--- src/rtl/aes_ctrl_pkg.sv ---
// aes_ctrl_pkg -- shared definitions for the AES-128 round sequencer.
//   state_t    : FSM state encoding (3-bit)
//   NR         : number of AES-128 rounds
//   RCON_*     : first / last Rcon values and the GF(2^8) reduction constant
//   xtime()    : multiply-by-x in GF(2^8), used to step Rcon
package aes_ctrl_pkg;

    typedef enum logic [2:0] {
        ST_IDLE  = 3'd0,
        ST_INIT  = 3'd1,
        ST_ROUND = 3'd2,
        ST_FINAL = 3'd3,
        ST_DONE  = 3'd4
    } state_t;

    localparam int         NR        = 10;
    localparam logic [7:0] RCON_INIT = 8'h01;
    localparam logic [7:0] RCON_LAST = 8'h36;
    localparam logic [7:0] RCON_RED  = 8'h1B;

    function automatic logic [7:0] xtime(input logic [7:0] b);
        return {b[6:0], 1'b0} ^ (b[7] ? RCON_RED : 8'h00);
    endfunction

endpackage

--- src/rtl/aes_rcon_gen.sv ---
// aes_rcon_gen -- registered Rcon generator.
//   clock, reset_n : clock / async active-low reset (rcon resets to 00)
//   clr            : synchronous clear to 00 (block cancelled)
//   load           : reload RCON_INIT for a new block
//   adv            : step rcon by xtime; saturates at RCON_LAST
//   rcon           : current round constant
// Priority: clr > load > adv.
module aes_rcon_gen
    import aes_ctrl_pkg::*;
(
    input  logic       clock,
    input  logic       reset_n,
    input  logic       clr,
    input  logic       load,
    input  logic       adv,
    output logic [7:0] rcon
);

    always_ff @(posedge clock or negedge reset_n) begin
        if (!reset_n) begin
            rcon <= 8'h00;
        end else if (clr) begin
            rcon <= 8'h00;
        end else if (load) begin
            rcon <= RCON_INIT;
        end else if (adv && rcon != RCON_LAST) begin
            // Round 10 uses 36; never step beyond it.
            rcon <= xtime(rcon);
        end
    end

endmodule

--- src/rtl/aes_round_ctrl.sv ---
// aes_round_ctrl -- sequencer for the iterative AES-128 encryption datapath.
// Walks INIT (AddRoundKey) -> rounds 1..9 -> final round 10 -> DONE, driving
// datapath strobes, round index and Rcon. Start/done are valid/ready.
//   clock, reset_n          : clock / async active-low reset
//   start_valid/start_ready : block-start handshake (start_ready is combinational)
//   abort                   : synchronous cancel, highest priority
//   state_load, key_load    : load plaintext^key / cipher key (INIT)
//   round_en                : advance datapath and key expansion one round
//   sel_final, cap_en       : final round (no MixColumns) and output capture
//   round_idx, rcon         : current round number and round constant
//   busy                    : not idle
//   done_valid/done_ready   : result handshake
// Optional build macro AES_ROUND_CTRL_BLKCNT_EN adds blk_cnt[CNT_W-1:0],
// a wrapping count of completed (handshaken, not aborted) blocks.
module aes_round_ctrl #(
    parameter int NR    = 10,
    parameter int CNT_W = 16
) (
    input  logic       clock,
    input  logic       reset_n,
    input  logic       start_valid,
    output logic       start_ready,
    input  logic       abort,
    output logic       state_load,
    output logic       key_load,
    output logic       round_en,
    output logic       sel_final,
    output logic       cap_en,
    output logic [3:0] round_idx,
    output logic [7:0] rcon,
    output logic       busy,
    output logic       done_valid,
    input  logic       done_ready
`ifdef AES_ROUND_CTRL_BLKCNT_EN
    ,
    output logic [CNT_W-1:0] blk_cnt
`endif
);

    import aes_ctrl_pkg::*;

    if (NR != aes_ctrl_pkg::NR) begin : g_bad_nr
        $error("aes_round_ctrl: only NR=10 (AES-128) is supported");
    end
    if (CNT_W < 1) begin : g_bad_cnt_w
        $error("aes_round_ctrl: CNT_W must be at least 1");
    end

    state_t state;
    logic   start_acc;

    // A new block may start from IDLE, or from DONE in the same cycle the
    // result is taken, which gives back-to-back blocks with no bubble.
    assign start_ready = ~abort & ((state == ST_IDLE) |
                                   ((state == ST_DONE) & done_ready));
    assign start_acc   = start_valid & start_ready;

    // INIT and round 1 both use Rcon 01, so only ROUND steps it.
    aes_rcon_gen u_rcon (
        .clock   (clock),
        .reset_n (reset_n),
        .clr     (abort),
        .load    (start_acc),
        .adv     (state == ST_ROUND),
        .rcon    (rcon)
    );

    always_ff @(posedge clock or negedge reset_n) begin
        if (!reset_n) begin
            state      <= ST_IDLE;
            round_idx  <= 4'd0;
            state_load <= 1'b0;
            key_load   <= 1'b0;
            round_en   <= 1'b0;
            sel_final  <= 1'b0;
            cap_en     <= 1'b0;
            busy       <= 1'b0;
            done_valid <= 1'b0;
        end else begin
            state_load <= 1'b0;
            key_load   <= 1'b0;
            round_en   <= 1'b0;
            sel_final  <= 1'b0;
            cap_en     <= 1'b0;
            if (abort) begin
                state      <= ST_IDLE;
                round_idx  <= 4'd0;
                busy       <= 1'b0;
                done_valid <= 1'b0;
            end else begin
                case (state)
                    ST_IDLE: begin
                        if (start_acc) begin
                            state      <= ST_INIT;
                            state_load <= 1'b1;
                            key_load   <= 1'b1;
                            round_idx  <= 4'd0;
                            busy       <= 1'b1;
                        end
                    end
                    ST_INIT: begin
                        state     <= ST_ROUND;
                        round_en  <= 1'b1;
                        round_idx <= 4'd1;
                    end
                    ST_ROUND: begin
                        round_en <= 1'b1;
                        if (round_idx == 4'(NR - 1)) begin
                            state     <= ST_FINAL;
                            sel_final <= 1'b1;
                            cap_en    <= 1'b1;
                            round_idx <= 4'(NR);
                        end else begin
                            round_idx <= round_idx + 4'd1;
                        end
                    end
                    ST_FINAL: begin
                        state      <= ST_DONE;
                        done_valid <= 1'b1;
                    end
                    ST_DONE: begin
                        if (done_ready) begin
                            done_valid <= 1'b0;
                            if (start_acc) begin
                                state      <= ST_INIT;
                                state_load <= 1'b1;
                                key_load   <= 1'b1;
                                round_idx  <= 4'd0;
                            end else begin
                                state <= ST_IDLE;
                                busy  <= 1'b0;
                            end
                        end
                    end
                    default: begin
                        state      <= ST_IDLE;
                        busy       <= 1'b0;
                        done_valid <= 1'b0;
                    end
                endcase
            end
        end
    end

`ifdef AES_ROUND_CTRL_BLKCNT_EN
    always_ff @(posedge clock or negedge reset_n) begin
        if (!reset_n) begin
            blk_cnt <= '0;
        end else if (done_valid & done_ready & ~abort) begin
            blk_cnt <= blk_cnt + CNT_W'(1);
        end
    end
`endif

endmodule

--- config.mk ---
export PLATFORM = sky130hd
export DESIGN_NAME = aes_round_ctrl
export DESIGN_NICKNAME = d
export VERILOG_FILES = /design/src/rtl/aes_ctrl_pkg.sv /design/src/rtl/aes_rcon_gen.sv /design/src/rtl/aes_round_ctrl.sv
export SDC_FILE = /design/constraint.sdc
export NUM_CORES = 1
export LEC_CHECK = 0
export CORE_UTILIZATION = 30
export DETAILED_ROUTE_END_ITERATION = 8
export GPL_TIMING_DRIVEN = 0
export SKIP_LAST_GASP = 1
export SLEW_MARGIN = 20
export SYNTH_ARGS = -nofsm -noshare
export SYNTH_HDL_FRONTEND = slang
export SYNTH_HIERARCHICAL = 1
export SYNTH_SLANG_ARGS = --single-unit
--- constraint.sdc ---
create_clock -name clock -period 4.52 [get_ports clock]
set_input_delay 0.904 -clock clock [delete_from_list [all_inputs] [get_ports clock]]
set_output_delay 0.904 -clock clock [all_outputs]
set_load 0.05 [all_outputs]
After elaboration in Yosys (flattened, before gate mapping)
Index checks and enable logic that the tools add are counted.
{"block": "word_totals", "regBits": 20, "out_inout_bits": 20, "word_cells": 70}
{"block": "op_classes", "eq_ne": 12, "n_reduce_logical": 11, "addsub": 1, "bitwise_logic": 6, "muxes": 32}
{"operator": "8-bit two-way mux", "count": 3}
{"operator": "4-bit two-way mux", "count": 4}
{"operator": "4-bit one-hot mux with 4 select lines", "count": 1}
{"operator": "1-bit two-way mux", "count": 15}
{"operator": "3-bit one-hot mux with 5 select lines", "count": 1}
{"operator": "3-bit two-way mux", "count": 4}
{"operator": "3-bit inequality test (second input constant)", "count": 4}
{"operator": "8-bit by 6-bit inequality test with 1-bit output (second input constant)", "count": 1}
{"operator": "8-bit XOR", "count": 1}
{"operator": "3-bit by 2-bit equality test with 1-bit output (second input constant)", "count": 2}
{"operator": "1-bit one-hot mux with 3 select lines", "count": 2}
{"operator": "3-bit OR reduction", "count": 2}
{"operator": "5-bit two-way mux", "count": 1}
{"operator": "5-bit nonzero test", "count": 1}
{"operator": "4-bit by 1-bit adder with 4-bit output (second input constant)", "count": 1}
{"operator": "4-bit equality test (second input constant)", "count": 1}
{"operator": "2-bit by 1-bit inequality test with 1-bit output (second input constant)", "count": 2}
{"operator": "2-bit AND reduction", "count": 2}
{"operator": "4-bit AND reduction", "count": 1}
{"operator": "1-bit bitwise AND", "count": 3}
{"operator": "3-bit by 1-bit equality test with 1-bit output (second input constant)", "count": 1}
{"operator": "3-bit equality test (second input constant)", "count": 1}
{"operator": "3-bit zero test", "count": 1}
{"operator": "3-bit AND reduction", "count": 1}
{"operator": "other kinds (6)", "count": 6}

Longest topological paths before layout
Gate-level depths: netlist of the first run.
{"block": "logic_depth", "depth_word": 9, "ltp_mapped": 7}

Cells and area by module
Netlist of the first run, hierarchy kept.
{"module": "aes_round_ctrl", "n_inst": 1, "cells_each": 64, "area_each_um2": 681.9}
{"module": "aes_rcon_gen", "n_inst": 1, "cells_each": 35, "area_each_um2": 401.6}

Least setup slack after synthesis of the first run
Ideal clock, no wire load.
{"block": "synth_timing", "kind": "in2out", "startpoint": "input abort", "endpoint": "output start_ready", "arrival_time_ns": 2.627, "required_ns": 3.616, "path_slack_ns": 0.989, "stages": 2, "cell_sequence": "clkbuf_8 -> nor4_1"}
{"block": "synth_via", "elab_chain_cells": 2}
{"element": "from (decl)", "line_no": "aes_round_ctrl.sv:23", "source": "input logic abort,"}
{"element": "1-bit inverter", "line_no": "aes_round_ctrl.sv:54", "source": "assign start_ready = ~abort & ((state == ST_IDLE) |"}
{"element": "1-bit bitwise AND", "line_no": "aes_round_ctrl.sv:54"}
{"element": "to (decl)", "line_no": "aes_round_ctrl.sv:22", "source": "output logic start_ready,"}
Every way passes these cells.

Worst setup path after layout of the first run
Ends and elaborated chain as after synthesis.

==> results of run 1 <==
placed cells by master (no fill, tap or decap), types with 2 or more instances in the layout:
cell             synthesis  routed
a21oi_1                  6       6
a31oi_1                  2       2
and2_1                   3       3
buf_2                    2       2
buf_4                    2       2
buf_6                    3       3
clkbuf_4                 0       3
clkbuf_8                 1       2
clkdlybuf4s50_1          0      24
dfrtp_1                 20      20
ha_1                     2       2
inv_1                    2       2
mux2i_1                  4       4
nand2_1                  2       2
nand3b_1                 3       3
nor2_1                  11      11
nor2b_1                  2       2
nor3_1                   3       3
nor3b_1                  2       2
o21ai_0                  2       2
o2bb2ai_1                2       2
xnor2_1                  3       3
xor2_1                   2       2
sequential cells by signal, summed over array words and instances, names as in the netlist:
signal	cells
busy	1
cap_en	1
done_valid	1
key_load	1
round_en	1
round_idx	4
state	3
u_rcon/rcon	8
layout make-up:
type | count | area [um^2]
fill | 333 | 1970
clock buffer | 4 | 36.3
buffer | 8 | 72.6
timing repair buffer | 24 | 240
sequential | 20 | 500
tap | 46 | 57.6
inverter | 2 | 7.51
multi-input combinational | 69 | 503
cells by family after synthesis:
logic type	after synthesis	share of synthesized area [%]
buffers and inverters	10	7.39
AND/OR/NAND/NOR	36	21.2
multiplexers	5	4.73
adder cells (fa/ha/maj)	2	2.31
AO/OA/AOI/OAI	21	14.1
XOR/XNOR	5	4.04
flip-flops	20	46.2
worst min-delay path by stage:
stage                                     to                startpoint
floorplan                 round_en$_DFF_PN0_      state[2]$_DFFE_PN0P_
global placement    round_idx[3]$_DFFE_PN0P_  round_idx[3]$_DFFE_PN0P_
detailed placement      state[1]$_DFFE_PN0P_      state[2]$_DFFE_PN0P_
CTS                     state[1]$_DFFE_PN0P_      state[2]$_DFFE_PN0P_
global route            state[1]$_DFFE_PN0P_      state[2]$_DFFE_PN0P_
finish                  state[1]$_DFFE_PN0P_      state[2]$_DFFE_PN0P_
per-layer routing:
metal  vias to the layer above  wire length (um)  track usage, %
met4                         0                12            2.62
met3                         2               126            4.60
met2                        23               967            19.4
met1                       398               988            14.0
met5                         -                 0               0
li1                        409                 -               -
per-stage QoR:
step	total power [mW]	util (%)	setup slack [ns]	instances	hold slack, ns
floorplan	0.400	-	0.989	99	0.523
global placement	0.467	40.8	0.771	169	0.540
detailed placement	0.472	40.8	0.783	169	0.548
CTS	0.578	41.8	0.772	173	0.566
global route	0.604	41.8	0.716	173	0.586
finish	0.571	41.8	0.813	173	0.565
power breakdown:
group	leakage [nW]	switching (mW)	internal, mW
clock	0.0210	0.0545	0.0491
sequential	0.273	0.0178	0.201
combinational	0.322	0.152	0.0959
total	0.616	0.225	0.346
worst max-delay path, cell delays in order:
cell             delay (ns)
clkdlybuf4s50_1        0.47
clkbuf_8               0.19
nor4_1                 0.35
clkdlybuf4s50_1        0.88
==> key figures, run 1 <==
Hold path
  – Hold Crit Class: reg2reg
  – Hold path depth: 2

Logic synthesis
  – EDFF count, synth: 0
  – Mapped cell area: 1080 um^2
  – Post-synth top area cell: dfrtp_1
  – Post-synth ARST share: 100%
  – Top_reg_cell synth: dfrtp_1
  – Syn. warnings: 6
  – Share of the synthesized area in the top cell type: 46.2%
  – Distinct cells, synth: 41
  – Syn Inst Count: 99
  – Top cells by count, synth: dfrtp_1, nor2_1, a21oi_1
  – Sequential-to-total area share from yosys stat: 46.2%
  – Most common cell in the netlist: dfrtp_1
  – #FFs+latches synth: 20
  – Top post-synthesis cells by area: dfrtp_1, nor2_1, mux2i_1, buf_6, a21oi_1
  – Synth Area per Inst: 10.9 um^2
  – Mapped Nets: 106

STA
  – Fin Setup TNS: 0 ns
  – Final Critical Period: 3.71 ns
  – Endpoints failing setup: 0
  – F_max: 270 MHz
  – Slew headroom: 40.0%
  – RSZ-0062 raised after global routing: false
  – Period utilisation layout: 82.0%
  – Clock Skew: 0.00163 ns
  – Fin. max-slew vios: 0
  – Measured slew at the worst slew-check pin: 0.897 ns
  – Final hold violation count: 0

Pwr
  – Static Leak: 0.616 nW
  – PwrDens: 402 nW/um^2
  – VDD IR max: 0.233 mV

Die
  – Row count: 21
  – Core Area: 3390 um^2
  – Die Wd: 62.1 um
  – Initial Utilization: 32.0%
  – Die Span Y: 62.1 um
  – Die area: 3860 um^2
  – Ports: 25

Worst setup path
  – CP Launch Point: abort
  – Critical path class: in2out
  – CP required: 3.62 ns
  – CP Launch Type: input port
  – Arrival time of the worst setup path: 2.80 ns
  – Critical path endpoint: start_ready
  – Reg-to-reg startpoint: state[2]$_DFFE_PN0P_
  – Max FO, Critical Path: 10
  – FF-to-FF setup slack: 2.77 ns
  – R2R Path End: u_rcon/rcon[6]$_DFFE_PN0P_
  – CP endpoint kind: primary output
  – R2R depth: 7

Run status
  – Status: finished, final reports clean

Routing
  – Post-route DRC: 0
  – Drt pass-1 iters: 4
  – Vias: 832
  – Antenna Nets Post-Route: 0
  – DR WL/cell: 12.1 um
  – Number of DRC markers in iteration 0: 30
  – Total Routed Length: 2.09 mm
  – Drt via density: 4.81

Placement
  – HPWL after DPL: 1.50 mm
  – Placed Area: 1380 um^2
  – IO Port Bufs: 24
  – Routability cong.: 0.765

Clocking
  – CTS-repair resized insts: 0
  – CTS Root Cell: clkbuf_4
  – TritonCTS buffer count: 3
  – Hold Buf Count CTS: 0
  – CTS tree: done
  – Clock-pin slew on the worst setup and hold paths: 0.11 ns
  – CTS Buffer Depth: 2
  – Clock Latency Late Sink: 0.30 ns
  – Setup Fix Bufs, Post-CTS: 0
  – Clock Sinks: 20
  – H-tree levels: 1

GRT
  – Initial antenna violation count: 0
  – GRT Util Overall: 11.6%
  – Largest net degree at the start of global routing: 21
  – Total congestion overflow: 0
  – Global-route wire length before repair: 3.60 mm
  – Number of global-route vias before repair: 804

Flow run
  – Max-Cap Viols: 0

Final layout
  – Layout cell share with drive strength beyond 1: 15.7%
  – Antenna diodes: 0
  – Nets: 135
  – Area growth, synth to finish: 30.8%
  – Cell area after layout: 1420 um^2
(Power assumes the default switching activity.)
==> inputs of run 2 (changes only) <==
clock period = 3.2 ns   (was 4.52 ns; I/O delays follow)
==> run 2 against run 1 <==
  * First-iteration DRC count rose by 10%
  * Highest routed layer is now met3
  * Sequential power rose by 41%
  * Setup slack worse by 0.72 ns
  * Wire length down 1.5%
  * Total power grew 42%
==> key figures, run 2 (same netlist as run 1, synthesis figures left out) <==
Final layout
  – Most common cell after layout, fill and taps aside: clkdlybuf4s50_1
  – Top reg by flops: u_rcon/rcon
  – Layout cell share with drive strength beyond 1: 16.5%
  – Antenna diodes: 0
  – Top Registers: u_rcon/rcon: 8 flops, round_idx: 4 flops, state: 3 flops
  – Cell area after layout: 1420 um^2
  – Area growth, synth to finish: 31.4%
  – Max reg flops: 8
  – Most frequent cells in the layout: clkdlybuf4s50_1, dfrtp_1, nor2_1
  – Nets: 135

Hold path
  – Hold Crit Class: reg2reg
  – Worst hold endpoint: state[1]$_DFFE_PN0P_
  – Hold path depth: 2
  – Hold Crit Start: state[2]$_DFFE_PN0P_

Clocking
  – CTS Root Cell: clkbuf_4
  – CTS tree: done
  – Clock-pin slew on the worst setup and hold paths: 0.11 ns
  – Clock Latency Late Sink: 0.31 ns
  – Clock Sinks: 20
  – H-tree levels: 1
  – Setup Fix Bufs, Post-CTS: 0
  – TritonCTS buffer count: 3
  – CTS Buffer Depth: 2
  – Hold Buf Count CTS: 0
  – CTS-repair resized insts: 0

Routing
  – Antenna Nets Post-Route: 0
  – Post-route DRC: 0
  – Vias: 841
  – Total Routed Length: 2.06 mm
  – DR WL/cell: 11.9 um
  – Number of DRC markers in iteration 0: 33
  – Drt via density: 4.86
  – Drt pass-1 iters: 4

STA
  – F_max: 322 MHz
  – Fin Setup TNS: 0 ns
  – Period utilisation layout: 97.0%
  – Clock Skew: 0.00108 ns
  – Slew headroom: 40.7%
  – Final hold violation count: 0
  – Endpoints failing setup: 0
  – RSZ-0062 raised after global routing: false
  – Measured slew at the worst slew-check pin: 0.887 ns
  – Fin. max-slew vios: 0
  – Final Critical Period: 3.10 ns

Die
  – Core Area: 3390 um^2
  – Initial Utilization: 32.0%
  – Die area: 3860 um^2
  – Ports: 25
  – Row count: 21
  – Die Wd: 62.1 um
  – Die Span Y: 62.1 um

Placement
  – Placed Area: 1390 um^2
  – HPWL after DPL: 1.50 mm
  – Routability cong.: 0.787
  – IO Port Bufs: 24

Worst setup path
  – FF-to-FF setup slack: 1.48 ns
  – CP endpoint kind: primary output
  – Reg-to-reg startpoint: state[2]$_DFFE_PN0P_
  – R2R depth: 7
  – Critical path class: in2out
  – Max FO, Critical Path: 10
  – R2R Path End: u_rcon/rcon[6]$_DFFE_PN0P_
  – CP required: 2.56 ns
  – CP Launch Type: input port
  – Arrival time of the worst setup path: 2.46 ns

GRT
  – Total congestion overflow: 0
  – GRT Util Overall: 11.5%
  – Largest net degree at the start of global routing: 21
  – Number of global-route vias before repair: 760
  – Global-route wire length before repair: 3.59 mm
  – Initial antenna violation count: 0

Pwr
  – PwrDens: 570 nW/um^2
  – VDD IR max: 0.435 mV
  – Static Leak: 0.617 nW

Flow run
  – Max-Cap Viols: 0

Run status
  – Status: finished, final reports clean
## run 2: cell types whose count changed in the layout (fill, tap and decap cells not counted)
cell | before | now
nor4_1 | 1 | 0
nor4_2 | 0 | 1
## run 2: layout make-up
type	instances	area, um^2
timing repair buffer	24	240
buffer	8	72.6
inverter	2	7.51
multi-input combinational	69	509
fill	328	1970
sequential	20	500
tap	46	57.6
clock buffer	4	36.3
## run 2: metrics by stage
| stage | setup WS [ns] | utilization (%) | cells | hold WS, ns | power, mW |
|---|---|---|---|---|---|
| floorplan | 0.643 | - | 99 | 0.344 | 0.567 |
| global placement | 0.0854 | 40.9 | 169 | 0.542 | 0.664 |
| detailed placement | 0.0866 | 40.9 | 169 | 0.551 | 0.668 |
| CTS | 0.0788 | 42.0 | 173 | 0.569 | 0.824 |
| global route | 0.0304 | 42.0 | 173 | 0.600 | 0.861 |
| finish | 0.0973 | 42.0 | 173 | 0.567 | 0.812 |
## run 2: worst max path at each step
stage	start	to	slack, ns
floorplan	abort	u_rcon/rcon[6]$_DFFE_PN0P_	0.64
global placement	abort	start_ready	0.09
detailed placement	abort	start_ready	0.09
CTS	abort	start_ready	0.08
global route	abort	start_ready	0.03
finish	abort	start_ready	0.1
## run 2: power by group
group / internal [mW] / leakage (nW) / switching, mW
Combinational: 0.137 / 0.323 / 0.215
Clock: 0.0695 / 0.0210 / 0.0810
Sequential: 0.284 / 0.273 / 0.0253
## run 2: per-layer routing
layer | global-route usage (%) | share of wire [%]
met3 | 4.41 | 5.8
met4 | 2.62 | 0
met1 | 16.7 | 50
met5 | 0 | 0
met2 | 15.9 | 44
## run 2: worst max-delay path, stage by stage
cell	delay [ns]
clkdlybuf4s50_1	0.48
clkbuf_8	0.20
nor4_2	0.28
clkdlybuf4s50_1	0.86
==> inputs of run 3 (changes only) <==
CORE_ASPECT_RATIO = 0.9   (was default)
==> run 3 against run 2 <==
  * Hold slack lost 0.00095 ns
  * Total power rose by 5.0%
  * Register-to-register slack improved by 0.02 ns
  * Core utilization rose by 0.31 points
  * Setup slack got worse by 0.0034 ns
  * Fmax decreased by 0.11%
  * Combinational power about the same
  * Critical path type unchanged
==> key figures, run 3 (same netlist as run 1, synthesis figures left out) <==
Final layout
  – Top reg by flops: u_rcon/rcon
  – Non-Filler Instances: 171
  – Most common cell after layout, fill and taps aside: clkdlybuf4s50_1
  – Layout cell share with drive strength beyond 1: 16.5%
  – Area growth, synth to finish: 32.9%
  – Nets: 135
  – Most frequent cells in the layout: clkdlybuf4s50_1, dfrtp_1, nor2_1
  – Top Registers: u_rcon/rcon: 8 flops, round_idx: 4 flops, state: 3 flops
  – Fillers: 336
  – Antenna diodes: 0
  – Max reg flops: 8

Clocking
  – Hold Buf Count CTS: 0
  – Clock-pin slew on the worst setup and hold paths: 0.07 ns
  – CTS Root Cell: clkbuf_8
  – TritonCTS buffer count: 3
  – CTS tree: done
  – Clock Sinks: 20
  – CTS Buffer Depth: 2
  – CTS-repair resized insts: 0
  – Clock Latency Late Sink: 0.26 ns
  – H-tree levels: 1
  – Setup Fix Bufs, Post-CTS: 0

Die
  – Core Area: 3400 um^2
  – Initial Utilization: 31.8%
  – Ports: 25
  – Row count: 20
  – Die Wd: 65.4 um
  – Die area: 3860 um^2
  – Die Span Y: 59.0 um

STA
  – Endpoints failing setup: 0
  – RSZ-0062 raised after global routing: false
  – Fin. max-slew vios: 0
  – F_max: 322 MHz
  – Final hold violation count: 0
  – Slew headroom: 40.4%
  – Period utilisation layout: 97.1%
  – Clock Skew: 0.00692 ns
  – Fin Setup TNS: 0 ns
  – Measured slew at the worst slew-check pin: 0.891 ns
  – Final Critical Period: 3.11 ns

Worst setup path
  – Largest stage delay, worst path: 0.86 ns
  – CP required: 2.56 ns
  – Critical path class: in2out
  – Max FO, Critical Path: 10
  – Arrival time of the worst setup path: 2.47 ns
  – Worst-path cell chain: clkdlybuf4s50_1 -> clkbuf_8 -> nor4_2 -> clkdlybuf4s50_1
  – CP Launch Type: input port
  – Worst path slowest cell: clkdlybuf4s50_1
  – Delay-heaviest family, CP: buffers and inverters
  – CP most frequent cell: clkdlybuf4s50_1
  – CP endpoint kind: primary output
  – WP buf/inv: 3

Placement
  – IO Port Bufs: 24
  – HPWL after DPL: 1.57 mm
  – Cell total after placement: 167
  – Routability cong.: 0.769

Pwr
  – Static Leak: 0.625 nW
  – Int Pwr: 0.530 mW
  – Switching Share: 37.7%
  – VDD IR max: 0.316 mV
  – Total Power: 0.852 mW
  – Reg power frac: 36.3%
  – Clk network pwr share: 22.3%
  – NetSw: 0.322 mW
  – Combinational power share: 41.4%
  – PwrDens: 592 nW/um^2

GRT
  – Largest net degree at the start of global routing: 21
  – Total congestion overflow: 0
  – Initial antenna violation count: 0
  – Global-route wire length before repair: 3.69 mm
  – GRT Util Overall: 12.8%
  – Number of global-route vias before repair: 786

Routing
  – Number of DRC markers in iteration 0: 35
  – Drt pass-1 iters: 4
  – Antenna Nets Post-Route: 0
  – Drt via density: 4.84
  – Vias: 827
  – DR WL/cell: 12.5 um
  – Post-route DRC: 0
  – Total Routed Length: 2.13 mm

Hold path
  – Hold Crit Class: reg2reg

Run status
  – Status: finished, final reports clean

Flow run
  – Max-Cap Viols: 0
-- run 3: cell count changes in the layout (fill, tap and decap cells not counted) --
cell	previous run	this run
clkbuf_8	2	5
clkbuf_4	3	0
-- run 3: final cells by class --
type	count	area (um^2)	area share (%)
inverters	2	7.51	0.521
clock buffers	4	55.1	3.82
repair buffers	24	240	16.7
plain buffers	8	72.6	5.04
well taps	44	55.1	3.82
flip-flops and latches	20	500	34.8
multi-input cells	69	509	35.4
-- run 3: path summary, 6_finish.rpt --
kind	slack, ns	to	cells after the start	from
min in group asynchronous	0.88	u_rcon/rcon[1]$_DFFE_PN0P_	1	reset_n
hold / removal	0.57	round_en$_DFF_PN0_	2	state[2]$_DFFE_PN0P_
hold reg to reg	0.57	round_en$_DFF_PN0_	2	state[2]$_DFFE_PN0P_
setup / recovery	0.09	start_ready	4	abort
max in group asynchronous	1.77	round_idx[3]$_DFFE_PN0P_	1	reset_n
setup reg to reg	1.50	u_rcon/rcon[6]$_DFFE_PN0P_	7	state[2]$_DFFE_PN0P_
-- run 3: metal layers --
layer / global-route usage, % / up-vias / part of all wire [%]
met5: 0 / - / 0
met4: 2.80 / 0 / 1.1
met3: 4.62 / 4 / 5.9
met2: 19.9 / 21 / 47
met1: 17.0 / 392 / 46
li1: - / 410 / -
-- run 3: power by group through the flow --
stage	clock network, mW	registers (mW)	logic, mW
finish	0.190	0.309	0.353
global route	0.213	0.315	0.381
CTS	0.198	0.309	0.355
detailed placement	0	0.314	0.354
global placement	0	0.313	0.353
floorplan	0	0.394	0.173
-- run 3: worst register-to-register path: stages, from the launching register on --
cell	delay (ns)
dfrtp_1	0.34
buf_6	0.13
nor2b_1	0.23
nor4_2	0.08
and2_1	0.20
or2_2	0.34
nor3b_1	0.20
a41o_1	0.12
-- run 3: through the flow --
stage | setup WS [ns] | util [%] | instance area [um^2] | hold slack [ns]
final | 0.0939 | 42.3 | 1440 | 0.566
after global routing | 0.0284 | 42.3 | 1440 | 0.611
after CTS | 0.0793 | 42.3 | 1440 | 0.568
after detailed placement | 0.0869 | 40.7 | 1390 | 0.558
after global placement | 0.0883 | 40.7 | 1390 | 0.548
after floorplan | 0.643 | - | 1090 | 0.344
